`src/rtl/uart_pkg.sv`:
```
// Shared UART definitions: default frame/baud parameters and the receiver state type.
// Imported by the rx unit, the baud generator and the tx unit.
package uart_pkg;

  localparam int unsigned UartDataBits   = 8;
  localparam int unsigned UartStopBits   = 1;
  localparam int unsigned UartOvrsampling = 16;
  localparam int unsigned UartDvsrWidth  = 11;

  typedef enum logic [2:0] {
    IDLE,
    START,
    DATA,
    STOP,
    BREAK
  } uart_rx_state_t;

endpackage

```
`src/rtl/uart_baud_gen.sv`:
```
// Baud tick generator: emits a one-clock s_tick every dvsr+1 clocks.
// Ports:
//   clk    - system clock
//   reset  - asynchronous, active-low reset
//   dvsr   - tick period minus one
//   s_tick - one-clock tick pulse
module uart_baud_gen
  import uart_pkg::*;
#(
  parameter int unsigned DVSR_WIDTH = UartDvsrWidth
) (
  input  logic                  clk,
  input  logic                  reset,
  input  logic [DVSR_WIDTH-1:0] dvsr,
  output logic                  s_tick
);

  logic [DVSR_WIDTH-1:0] cnt_q, cnt_d;

  // >= rather than == so that lowering dvsr while cnt is above it ticks at once
  // instead of wrapping through the whole counter range.
  always_comb begin
    s_tick = (cnt_q >= dvsr);
    cnt_d  = s_tick ? '0 : cnt_q + DVSR_WIDTH'(1);
  end

  always_ff @(posedge clk or negedge reset) begin
    if (!reset) begin
      cnt_q <= '0;
    end else begin
      cnt_q <= cnt_d;
    end
  end

endmodule

```
`src/rtl/uart_rx_unit.sv`:
```
// Oversampling UART receiver with its own baud tick generator.
// Recovers start/data/stop frames from rx and reports each byte with a one-clock done pulse
// and a framing-error flag. A line held low past the stop bit is treated as a break and
// reported once.
// Ports:
//   clk          - system clock
//   reset        - asynchronous, active-low reset
//   dvsr         - baud tick period minus one
//   rx           - asynchronous serial input, idle high
//   dout         - last received byte (held between pulses)
//   rx_done_tick - one-clock pulse when dout/frame_err are updated
//   frame_err    - a stop-bit sample of the last frame was low
//   busy         - receiver is not idle
module uart_rx_unit
  import uart_pkg::*;
#(
  parameter int unsigned DATA_BITS   = UartDataBits,
  parameter int unsigned STOP_BITS   = UartStopBits,
  parameter int unsigned OVRSAMPLING = UartOvrsampling,
  parameter int unsigned DVSR_WIDTH  = UartDvsrWidth
) (
  input  logic                  clk,
  input  logic                  reset,
  input  logic [DVSR_WIDTH-1:0] dvsr,
  input  logic                  rx,
  output logic [DATA_BITS-1:0]  dout,
  output logic                  rx_done_tick,
  output logic                  frame_err,
  output logic                  busy
);

  localparam int unsigned TW = $clog2(OVRSAMPLING);
  // Bit counter serves both data bits and stop bits; DATA_BITS >= 5 covers STOP_BITS <= 2.
  localparam int unsigned NW = $clog2(DATA_BITS);

  localparam logic [TW-1:0] THalf     = TW'(OVRSAMPLING / 2 - 1);
  localparam logic [TW-1:0] TLast     = TW'(OVRSAMPLING - 1);
  localparam logic [NW-1:0] NLastData = NW'(DATA_BITS - 1);
  localparam logic [NW-1:0] NLastStop = NW'(STOP_BITS - 1);

  logic s_tick;

  uart_baud_gen #(
    .DVSR_WIDTH(DVSR_WIDTH)
  ) u_baud_gen (
    .clk   (clk),
    .reset (reset),
    .dvsr  (dvsr),
    .s_tick(s_tick)
  );

  uart_rx_state_t         state_q, state_d;
  logic [1:0]             sync_q, sync_d;
  logic [TW-1:0]          t_q, t_d;
  logic [NW-1:0]          n_q, n_d;
  logic [DATA_BITS-1:0]   sh_q, sh_d;
  logic                   err_q, err_d;
  logic [DATA_BITS-1:0]   dout_q, dout_d;
  logic                   frame_err_q, frame_err_d;
  logic                   done_q, done_d;
  logic                   busy_q, busy_d;
  logic                   rx_s;

  assign rx_s = sync_q[1];

  always_comb begin
    sync_d      = {sync_q[0], rx};
    state_d     = state_q;
    t_d         = t_q;
    n_d         = n_q;
    sh_d        = sh_q;
    err_d       = err_q;
    dout_d      = dout_q;
    frame_err_d = frame_err_q;
    done_d      = 1'b0;

    unique case (state_q)
      IDLE: begin
        // Edge detection does not wait for a tick; sample points are timed from here.
        if (!rx_s) begin
          state_d = START;
          t_d     = '0;
          err_d   = 1'b0;
        end
      end
      START: begin
        if (s_tick) begin
          if (t_q == THalf) begin
            if (!rx_s) begin
              state_d = DATA;
              t_d     = '0;
              n_d     = '0;
            end else begin
              state_d = IDLE; // line back high at mid start bit: glitch
            end
          end else begin
            t_d = t_q + TW'(1);
          end
        end
      end
      DATA: begin
        if (s_tick) begin
          if (t_q == TLast) begin
            sh_d = {rx_s, sh_q[DATA_BITS-1:1]};
            t_d  = '0;
            if (n_q == NLastData) begin
              state_d = STOP;
              n_d     = '0;
            end else begin
              n_d = n_q + NW'(1);
            end
          end else begin
            t_d = t_q + TW'(1);
          end
        end
      end
      STOP: begin
        if (s_tick) begin
          if (t_q == TLast) begin
            t_d = '0;
            if (!rx_s) begin
              err_d = 1'b1;
            end
            if (n_q == NLastStop) begin
              dout_d      = sh_q;
              frame_err_d = err_q | ~rx_s;
              done_d      = 1'b1;
              state_d     = rx_s ? IDLE : BREAK;
            end else begin
              n_d = n_q + NW'(1);
            end
          end else begin
            t_d = t_q + TW'(1);
          end
        end
      end
      BREAK: begin
        if (rx_s) begin
          state_d = IDLE;
        end
      end
      default: state_d = IDLE;
    endcase

    busy_d = (state_d != IDLE);
  end

  always_ff @(posedge clk or negedge reset) begin
    if (!reset) begin
      state_q     <= IDLE;
      sync_q      <= 2'b11;
      t_q         <= '0;
      n_q         <= '0;
      sh_q        <= '0;
      err_q       <= 1'b0;
      dout_q      <= '0;
      frame_err_q <= 1'b0;
      done_q      <= 1'b0;
      busy_q      <= 1'b0;
    end else begin
      state_q     <= state_d;
      sync_q      <= sync_d;
      t_q         <= t_d;
      n_q         <= n_d;
      sh_q        <= sh_d;
      err_q       <= err_d;
      dout_q      <= dout_d;
      frame_err_q <= frame_err_d;
      done_q      <= done_d;
      busy_q      <= busy_d;
    end
  end

  assign dout         = dout_q;
  assign rx_done_tick = done_q;
  assign frame_err    = frame_err_q;
  assign busy         = busy_q;

endmodule

```
`config.mk`:
```
export PLATFORM = sky130hd
export DESIGN_NAME = uart_rx_unit
export DESIGN_NICKNAME = d
export VERILOG_FILES = /design/src/rtl/uart_pkg.sv /design/src/rtl/uart_baud_gen.sv /design/src/rtl/uart_rx_unit.sv
export SDC_FILE = /design/constraint.sdc
export NUM_CORES = 1
export LEC_CHECK = 0
export ABC_AREA = 0
export CAP_MARGIN = 10
export CORE_ASPECT_RATIO = 1.5
export CORE_UTILIZATION = 56
export DETAILED_ROUTE_END_ITERATION = 12
export GPL_ROUTABILITY_DRIVEN = 0
export PLACE_DENSITY = 0.84
export SKIP_CTS_REPAIR_TIMING = 1
export SLEW_MARGIN = 20
export SYNTH_ARGS = -nofsm -noshare
export SYNTH_HDL_FRONTEND = slang
export SYNTH_SLANG_ARGS = --single-unit
```
`constraint.sdc`:
```
create_clock -name clk -period 2.6 [get_ports clk]
set_clock_uncertainty 0.15 [all_clocks]
set_input_delay 0.26 -clock clk [delete_from_list [all_inputs] [get_ports clk]]
set_output_delay 0.26 -clock clk [all_outputs]
set_load 0.01 [all_outputs]
```
# Word-level counts from Yosys, hierarchy flattened
# Cells that the tools add are included.
# W data, S select, Z words.
# word_totals
input_bits	14
output_inout_bits	11
ramBits	0
memories	0
romBits	0
register_bits	43
latchBits	0
# classes
div_mod_pow	0
n_addsub	3
n_mux	39
n_shift	0
n_reduce_logical	12
mul	0
n_eq_ne	18
magnitude_cmp	1
bitwise	2
# ops
op	count
$mux W3	20
$mux W4	5
$ne A2 B2 Y1 const B	10
$pmux W3 S5	1
$pmux W4 S3	1
$add A11 B1 Y11 const B	1
$ge A11 B11 Y1	1
$mux W11	1
$pmux W3 S3	1
$reduce_and A9 Y1	1
$reduce_bool A3 Y1	3
$mux W1	8
$eq A3 B2 Y1 const B	2
$eq A3 B3 Y1 const B	2
$logic_not A3 Y1	2
$reduce_and A3 Y1	2
$reduce_and A5 Y1	1
$add A4 B1 Y4 const B	1
$eq A4 B3 Y1 const B	1
$eq A4 B4 Y1 const B	1
$reduce_and A4 Y1	1
$add A3 B1 Y3 const B	1
$eq A3 B1 Y1 const B	1
$mux W2	1
other kinds (6)	6

# Depth between registers and ports, before layout
# Gate-level depths: netlist of the first run.
# depth
ltp_word	6
depth_mapped	9

# Hierarchy
# From an unflattened synthesis of the first run, not the netlist that was laid out.
# hier_totals
cells_unflattened	215
area_unflattened_um2	2254.7
# modules_own_cells
module	area_each_um2	n_inst	seq_area_each_um2	cells_per_inst
uart_rx_unit	1502.7	1	803.3	131
uart_baud_gen	752.0	1	275.3	84

# Worst setup path before layout of the first run
# OpenSTA, ideal clock, no wires.
# synth_timing
path_type	reg-to-reg
from	register u_baud_gen.cnt_q[5]
to	register dout_q[0] (netlist: dout[0])
stages_incl_launch_ff	9
arrival_time_ns	2.074
required_ns	2.322
path_slack_ns	0.248
path_buffers	1
synth_period_minus_slack_ns	2.352
setup_ns	0.128
cell_sequence	dfrtp_1 -> ha_1 -> and3_4 -> a221o_1 -> nand2_2 -> a311oi_2 -> and3_1 -> buf_2 -> mux2_1
# synth_via
elab_chain_len	2
# synth_rtl
element	line	rtl
start: declaration	uart_baud_gen.sv:18	logic [DVSR_WIDTH-1:0] cnt_q, cnt_d;
start signal: assignment	uart_baud_gen.sv:31	cnt_q <= cnt_d;
$ge A11 B11 Y1	uart_baud_gen.sv:23	s_tick = (cnt_q >= dvsr);
$reduce_and A4 Y1 (no source line)	-	
end signal: assignment	uart_rx_unit.sv:167	dout_q <= dout_d;
end: declaration	uart_rx_unit.sv:58	logic [DATA_BITS-1:0] dout_q, dout_d;
# Every way passes these cells.
# A chain may end at the register's enable or synchronous reset.

# Worst setup path in the final report of the first run
# layout_timing
from	input port dvsr[10]
to	register sh_q[6]
# layout_via
elab_chain_len	2
# layout_rtl
element	line	rtl
start: declaration	uart_rx_unit.sv:24	input logic [DVSR_WIDTH-1:0] dvsr,
$ge A11 B11 Y1	uart_baud_gen.sv:23	
$reduce_and A3 Y1 (no source line)	-	
end signal: assignment	uart_rx_unit.sv:154	sh_q <= '0;
end signal: assignment	uart_rx_unit.sv:165	sh_q <= sh_d;
end: declaration	uart_rx_unit.sv:56	logic [DATA_BITS-1:0] sh_q, sh_d;
# Every way passes these cells.

==> results of run 1 <==
-- layout by cell type (no fill, tap or decap), types with 2 or more instances in the layout --
master           instances
nand3_1                 11
clkbuf_8                 5
o32ai_1                  2
a221o_1                  2
nor2b_1                  7
a211oi_1                 2
ha_1                    15
buf_4                   16
a21oi_1                  4
and2_1                   2
mux2_2                   8
nand2_1                  7
and3_4                   2
nor3_1                   3
and3_1                   5
clkinvlp_4               2
inv_1                   16
dfstp_2                  2
mux2_4                   2
o21ai_0                  5
dfrtp_1                 40
mux2_1                   9
nand2b_1                 5
nor2_1                  18
o21ai_1                  2
clkdlybuf4s50_1         23
nand2_2                  2
xor2_1                   7
or3_1                    5
mux2i_1                  2
-- area by class of cell --
cell class / count / area [um2]
Clock buffer: 5 / 68.8
Clock inverter: 3 / 23.8
Fill cell: 251 / 948
Inverter: 17 / 63.8
Multi-Input combinational cell: 145 / 1120
Sequential cell: 43 / 1080
Tap cell: 43 / 53.8
Timing Repair Buffer: 42 / 387
-- flip-flops by register name, summed over array words and instances, names as in the netlist, 2 cells and up --
name,count
t_q,4
u_baud_gen.cnt_q,11
n_q,3
state_q,3
sync_q,2
dout,8
sh_q,8
-- how the worst max path moves through the flow --
stage | to | slack, ns | cells past startpoint
3_5_place_dp | dout[7] | -0.24 | 10
2_1_floorplan | dout[0] | 0.25 | 8
3_3_place_gp | busy | -0.21 | 9
4_1_cts | sh_q[6] | 0.07 | 10
5_1_grt | sh_q[6] | -0.06 | 10
6_report | sh_q[6] | 0.04 | 10
-- power groups by stage --
stage | Combinational (mW) | Clock, mW | Sequential (mW)
after floorplan | 0.305 | 0 | 0.861
after global placement | 0.469 | 0 | 0.861
after detailed placement | 0.483 | 0 | 0.864
after CTS | 0.490 | 0.451 | 0.852
after global routing | 0.586 | 0.469 | 0.867
final | 0.512 | 0.437 | 0.854
-- routing by layer --
metal | vias to the layer above | part of all wire, %
met5 | - | 0
met4 | 0 | 2.3
met3 | 9 | 3.1
met2 | 47 | 50
met1 | 784 | 44
li1 | 819 | -
-- cell families (layout without fill, tap and decap cells) --
logic type,after synthesis,count (layout)
compound gates,26,26
xor+xnor,8,8
fa+ha+maj,16,16
buf+inv,24,67
flops,43,43
mux,21,21
simple gates,74,74
-- critical path: stages --
cell and delay [ns]:
clkdlybuf4s50_1 0.45, inv_1 0.04, ha_1 0.31, nand2_2 0.07
nor2_2 0.12, nand4_1 0.16, a311oi_2 0.46, nor2b_4 0.22
buf_6 0.14, mux2_2 0.35
==> flow_metrics.py, run 1 <==
metrics = {
    "sta": {
        "finalSetupTns_ns": 0,
        "slew_headroom_pct": 35.6,
        "worstMarginPinSlew_ns": 0.966,
        "setup_viol": 0,
        "fin_crit_ns": 2.56,
        "worst_slack_ns": 0.0431,
        "clock.fmax_mhz": 391,
        "finalCritPeriodShare_pct": 98.3,
        "hold_ws_ns": -0.0555,
        "final-hold-violation-count": 41,
        "report.final.slew_viol_count": 0,
        "rsz0062_at_grt": "true",
    },
    "clock_tree": {
        "cts_sinks": 43,
        "insertion_delay_ns": 0.30,
        "clkTransAtPathRegs_ns": 0.09,
        "htree_levels": 2,
        "cts_root_buf": "clkbuf_8",
        "clk_path_buf_depth": 2,
        "cts_tree": "yes",
        "cts_buffers": 5,
    },
    "worst_setup_path": {
        "crit-reg2reg-launch": "u_baud_gen.cnt_q[8]",
        "critPathLaunchType": "input port",
        "worstPathRequired_ns": 2.64,
        "critPathLaunch": "dvsr[10]",
        "timing.rr.end": "sh_q[6]",
        "critPathKind": "in -> reg",
        "path_max_fanout": 8,
        "regToRegSetupSlack_ns": 0.08,
        "end_kind": "flip-flop",
        "rr_worst_depth": 8,
        "arrival_ns": 2.60,
    },
    "placed_design": {
        "portBuffers": 24,
        "post-place-cells": 286,
        "place_area_mm2": 0.00264,
        "dp_worst_setup_slack_ns": -0.244,
        "dp_hpwl_um": 2850,
    },
    "grt": {
        "grt_overflow": 0,
        "grt_pass1_vias": 1645,
        "use_met1_pct": 24.4,
        "met2_usage_pct": 37.5,
        "busiest_layer": "met2",
        "grt_pass1_wl_um": 6900,
        "grt_max_degree": 44,
        "antenna_found_initial": 0,
        "grt.met3_usage_pct": 4.95,
        "gr-usage-all-layers_pct": 22.0,
    },
    "synth": {
        "synthAdderAreaFrac_pct": 8.85,
        "synth_top_cell_by_area": "dfrtp_1",
        "syn_nets": 242,
        "synth_seq_area_share_pct": 47.7,
        "ys_top_cells_by_area": "dfrtp_1, ha_1, mux2_1, mux2_2, nor2_1",
        "synth_simple_gate_area_share_pct": 17.3,
        "syn_avg_cell_area_um2": 10.7,
        "synth-edff-count": 0,
        "yosys.area.top_type_share_pct": 45.4,
        "async_flop_share_pct": 100,
        "ys_types": 42,
        "synth_ff_type": "dfrtp_1",
        "synth_area_mm2": 0.00226,
        "synth_compound_area_share_pct": 8.46,
        "ys_top_cells_by_count": "dfrtp_1, nor2_1, inv_1, ha_1, nand3_1",
        "synth.ff_latch_count": 43,
        "netlist_instances": 212,
        "synth_mux_area_share_pct": 10.3,
        "yosysMostFrequentCell": "dfrtp_1",
        "yosysWarnings": 0,
        "synth_xor_xnor_area_share_pct": 3.10,
        "synth_top_family_by_area": "simple AND/OR/NAND/NOR gates",
    },
    "power_and_ir_drop": {
        "p_int_mw": 1.22,
        "sw_frac_of_total_pct": 32.3,
        "combPwrFrac_pct": 28.4,
        "vdd_drop_max_mv": 0.548,
        "p_per_area_mw_per_mm2": 644,
        "p_switching_mw": 0.582,
        "p_seq_share_pct": 47.4,
        "p_clk_share_pct": 24.2,
        "power.total_mw": 1.80,
        "p_leak_nw": 1.34,
    },
    "final_layout": {
        "area_growth_pct": 23.8,
        "diodes": 0,
        "postLayoutCellArea_mm2": 0.00280,
        "fin_util_pct": 74.7,
        "nets": 284,
        "final_cells": 298,
        "drive_gt1_share_pct": 20.0,
    },
    "routing": {
        "firstDrtPassIters": 4,
        "drtAntennaViolNets": 0,
        "wl_um": 4120,
        "routed_via_density": 5.57,
        "vias": 1659,
        "drcViolationCount": 0,
        "dr.first_iter.drc_count": 66,
        "avgRoutedWirePerCell_um": 13.8,
    },
    "die": {
        "io_pins": 25,
        "rows": 27,
        "start_util_pct": 60.3,
        "die-area_mm2": 0.00430,
        "die_w_um": 53.9,
        "die-height_um": 79.8,
        "core_mm2": 0.00375,
    },
    "run_status": {
        "status": "finished with violations",
        "violations": "hold timing",
    },
    "run": {
        "drv_cap": 0,
    },
    "hold_path": {
        "hold_path.class": "in -> async",
    },
}
Note: power is estimated with default switching activity, not from simulation.
==> run 2: changes to the inputs <==
--- a/config.mk
+++ b/config.mk
@@ -12,6 +12,7 @@
 export DETAILED_ROUTE_END_ITERATION = 12
 export GPL_ROUTABILITY_DRIVEN = 0
 export PLACE_DENSITY = 0.84
+export SETUP_SLACK_MARGIN = 0.15
 export SKIP_CTS_REPAIR_TIMING = 1
 export SLEW_MARGIN = 20
 export SYNTH_ARGS = -nofsm -noshare
==> run 2 against run 1 <==
The flow still finishes with violations (hold timing). Cell count increased by 1.3%. Sequential cell count unchanged. Global-route usage unchanged. Non-clock buffer count increased by 4. Power increased by 5.2%. Combinational power increased by 14%. Clock power increased by 1%. Maximum frequency increased by 0.98%. Critical endpoint is now dout[7]. Highest routed layer unchanged.
==> flow_metrics.py, run 2 (synthesis results as in run 1) <==
metrics = {
    "power_and_ir_drop": {
        "sw_frac_of_total_pct": 33.5,
        "p_int_mw": 1.26,
        "combPwrFrac_pct": 30.8,
        "p_switching_mw": 0.636,
        "p_clk_share_pct": 23.3,
        "power.total_mw": 1.90,
        "p_per_area_mw_per_mm2": 624,
        "p_leak_nw": 1.40,
        "vdd_drop_max_mv": 0.578,
        "p_seq_share_pct": 45.9,
    },
    "die": {
        "die_w_um": 53.9,
        "io_pins": 25,
        "die-area_mm2": 0.00430,
        "die-height_um": 79.8,
        "core_mm2": 0.00375,
        "start_util_pct": 60.3,
        "rows": 27,
    },
    "final_layout": {
        "top_register": "u_baud_gen.cnt_q",
        "postLayoutCellArea_mm2": 0.00304,
        "layout_commonest_cell": "dfrtp_1",
        "fin_util_pct": 81.0,
        "nets": 288,
        "area_growth_pct": 34.3,
        "drive_gt1_share_pct": 29.7,
        "diodes": 0,
        "largest_reg_flops": 11,
        "fillCellCount": 214,
        "final_cell_mix": "dfrtp_1, clkdlybuf4s50_1, buf_4",
    },
    "routing": {
        "vias": 1738,
        "drcViolationCount": 0,
        "routed_via_density": 5.75,
        "drtAntennaViolNets": 0,
        "dr.first_iter.drc_count": 46,
        "firstDrtPassIters": 4,
        "avgRoutedWirePerCell_um": 16.4,
        "wl_um": 4940,
    },
    "worst_setup_path": {
        "arrival_ns": 2.57,
        "end_kind": "flip-flop",
        "path_max_fanout": 5,
        "crit-reg2reg-launch": "u_baud_gen.cnt_q[8]",
        "path_cells": "clkdlybuf4s50_1 -> inv_1 -> ha_1 -> nand2_2 -> nor2_4 -> nand4_1 -> a311oi_4 -> and3_4 -> clkbuf_16 -> mux2_4",
        "slowest_delay_ns": 0.46,
        "critPathLaunchType": "input port",
        "critPathKind": "in -> reg",
        "rr_worst_depth": 8,
        "worstPathRequired_ns": 2.64,
        "regToRegSetupSlack_ns": 0.07,
        "critical_path.slowest_cell": "clkdlybuf4s50_1",
        "timing.rr.end": "dout[7]",
    },
    "sta": {
        "fin_crit_ns": 2.53,
        "slew_headroom_pct": 37.7,
        "rsz0062_at_grt": "true",
        "report.final.slew_viol_count": 0,
        "finalCritPeriodShare_pct": 97.4,
        "clock.fmax_mhz": 395,
        "worstMarginPinSlew_ns": 0.934,
        "worst_slack_ns": 0.0678,
        "final-hold-violation-count": 41,
        "hold_ws_ns": -0.0577,
        "setup_viol": 0,
    },
    "grt": {
        "grt_overflow": 0,
        "grt_pass1_vias": 1645,
        "antenna_found_initial": 0,
        "grt_pass1_wl_um": 6900,
        "gr-usage-all-layers_pct": 22.0,
        "grt_max_degree": 44,
    },
    "clock_tree": {
        "cts_tree": "yes",
        "insertion_delay_ns": 0.30,
        "cts_sinks": 43,
        "cts_root_buf": "clkbuf_8",
        "clkTransAtPathRegs_ns": 0.09,
        "clk_path_buf_depth": 2,
        "cts_buffers": 5,
        "htree_levels": 2,
    },
    "run_status": {
        "violations": "hold timing",
        "status": "finished with violations",
    },
    "hold_path": {
        "hold_path.class": "in -> async",
    },
    "placed_design": {
        "dp_hpwl_um": 2850,
        "dp_worst_setup_slack_ns": -0.244,
        "place_area_mm2": 0.00264,
        "portBuffers": 24,
    },
    "run": {
        "drv_cap": 0,
    },
}
==> run 2: critical path, delay by kind of cell <==
kind,cells,cell delay [ns]
compound gates,1,0.43
buf+inv,3,0.65
simple gates,4,0.65
mux,1,0.29
fa+ha+maj,1,0.28
==> run 2: stage by stage <==
| stage | std cells | TNS [ns] | hold WS [ns] |
|---|---|---|---|
| finish | 302 | 0 | -0.0577 |
| global route | 302 | -0.216 | 0.0291 |
| CTS | 294 | 0 | -0.0143 |
| detailed placement | 286 | -5.12 | 0.202 |
| global placement | 286 | -4.61 | 0.201 |
| floorplan | 212 | 0 | -0.186 |
==> run 2: cell type report <==
| type | instances | area (um2) | share of cell area, % |
|---|---|---|---|
| multi-input cells | 145 | 1300 | 42.8 |
| flip-flops and latches | 43 | 1080 | 35.6 |
| repair buffers | 46 | 448 | 14.7 |
| clock buffers | 5 | 68.8 | 2.26 |
| inverters | 17 | 63.8 | 2.10 |
| well taps | 43 | 53.8 | 1.77 |
| clock inverters | 3 | 23.8 | 0.782 |
==> run 2: worst max-delay path by stage <==
stage | slack [ns] | endpoint | depth (start not counted) | start
floorplan | 0.25 | dout[0] | 8 | u_baud_gen.cnt_q[5]
global placement | -0.21 | busy | 9 | dvsr[6]
detailed placement | -0.24 | dout[7] | 10 | dvsr[10]
CTS | 0.07 | sh_q[6] | 10 | dvsr[10]
global route | -0.05 | dout[7] | 10 | dvsr[9]
finish | 0.07 | dout[7] | 10 | dvsr[9]
==> run 2: power by group through the flow <==
| stage | Combinational (mW) | Clock, mW | Sequential (mW) |
|---|---|---|---|
| 6_report | 0.585 | 0.442 | 0.870 |
| 5_1_grt | 0.664 | 0.477 | 0.883 |
| 4_1_cts | 0.490 | 0.451 | 0.852 |
| 3_5_place_dp | 0.483 | 0 | 0.864 |
| 3_3_place_gp | 0.469 | 0 | 0.861 |
| 2_1_floorplan | 0.305 | 0 | 0.861 |
==> run 2: layer usage <==
| layer | share of wire, % | global-route usage (%) | vias to the layer above |
|---|---|---|---|
| met5 | 0 | 0 | - |
| met3 | 2.6 | 4.95 | 12 |
| met4 | 2.5 | 11.1 | 0 |
| met2 | 54 | 37.5 | 46 |
| met1 | 41 | 24.4 | 850 |
| li1 | - | - | 830 |
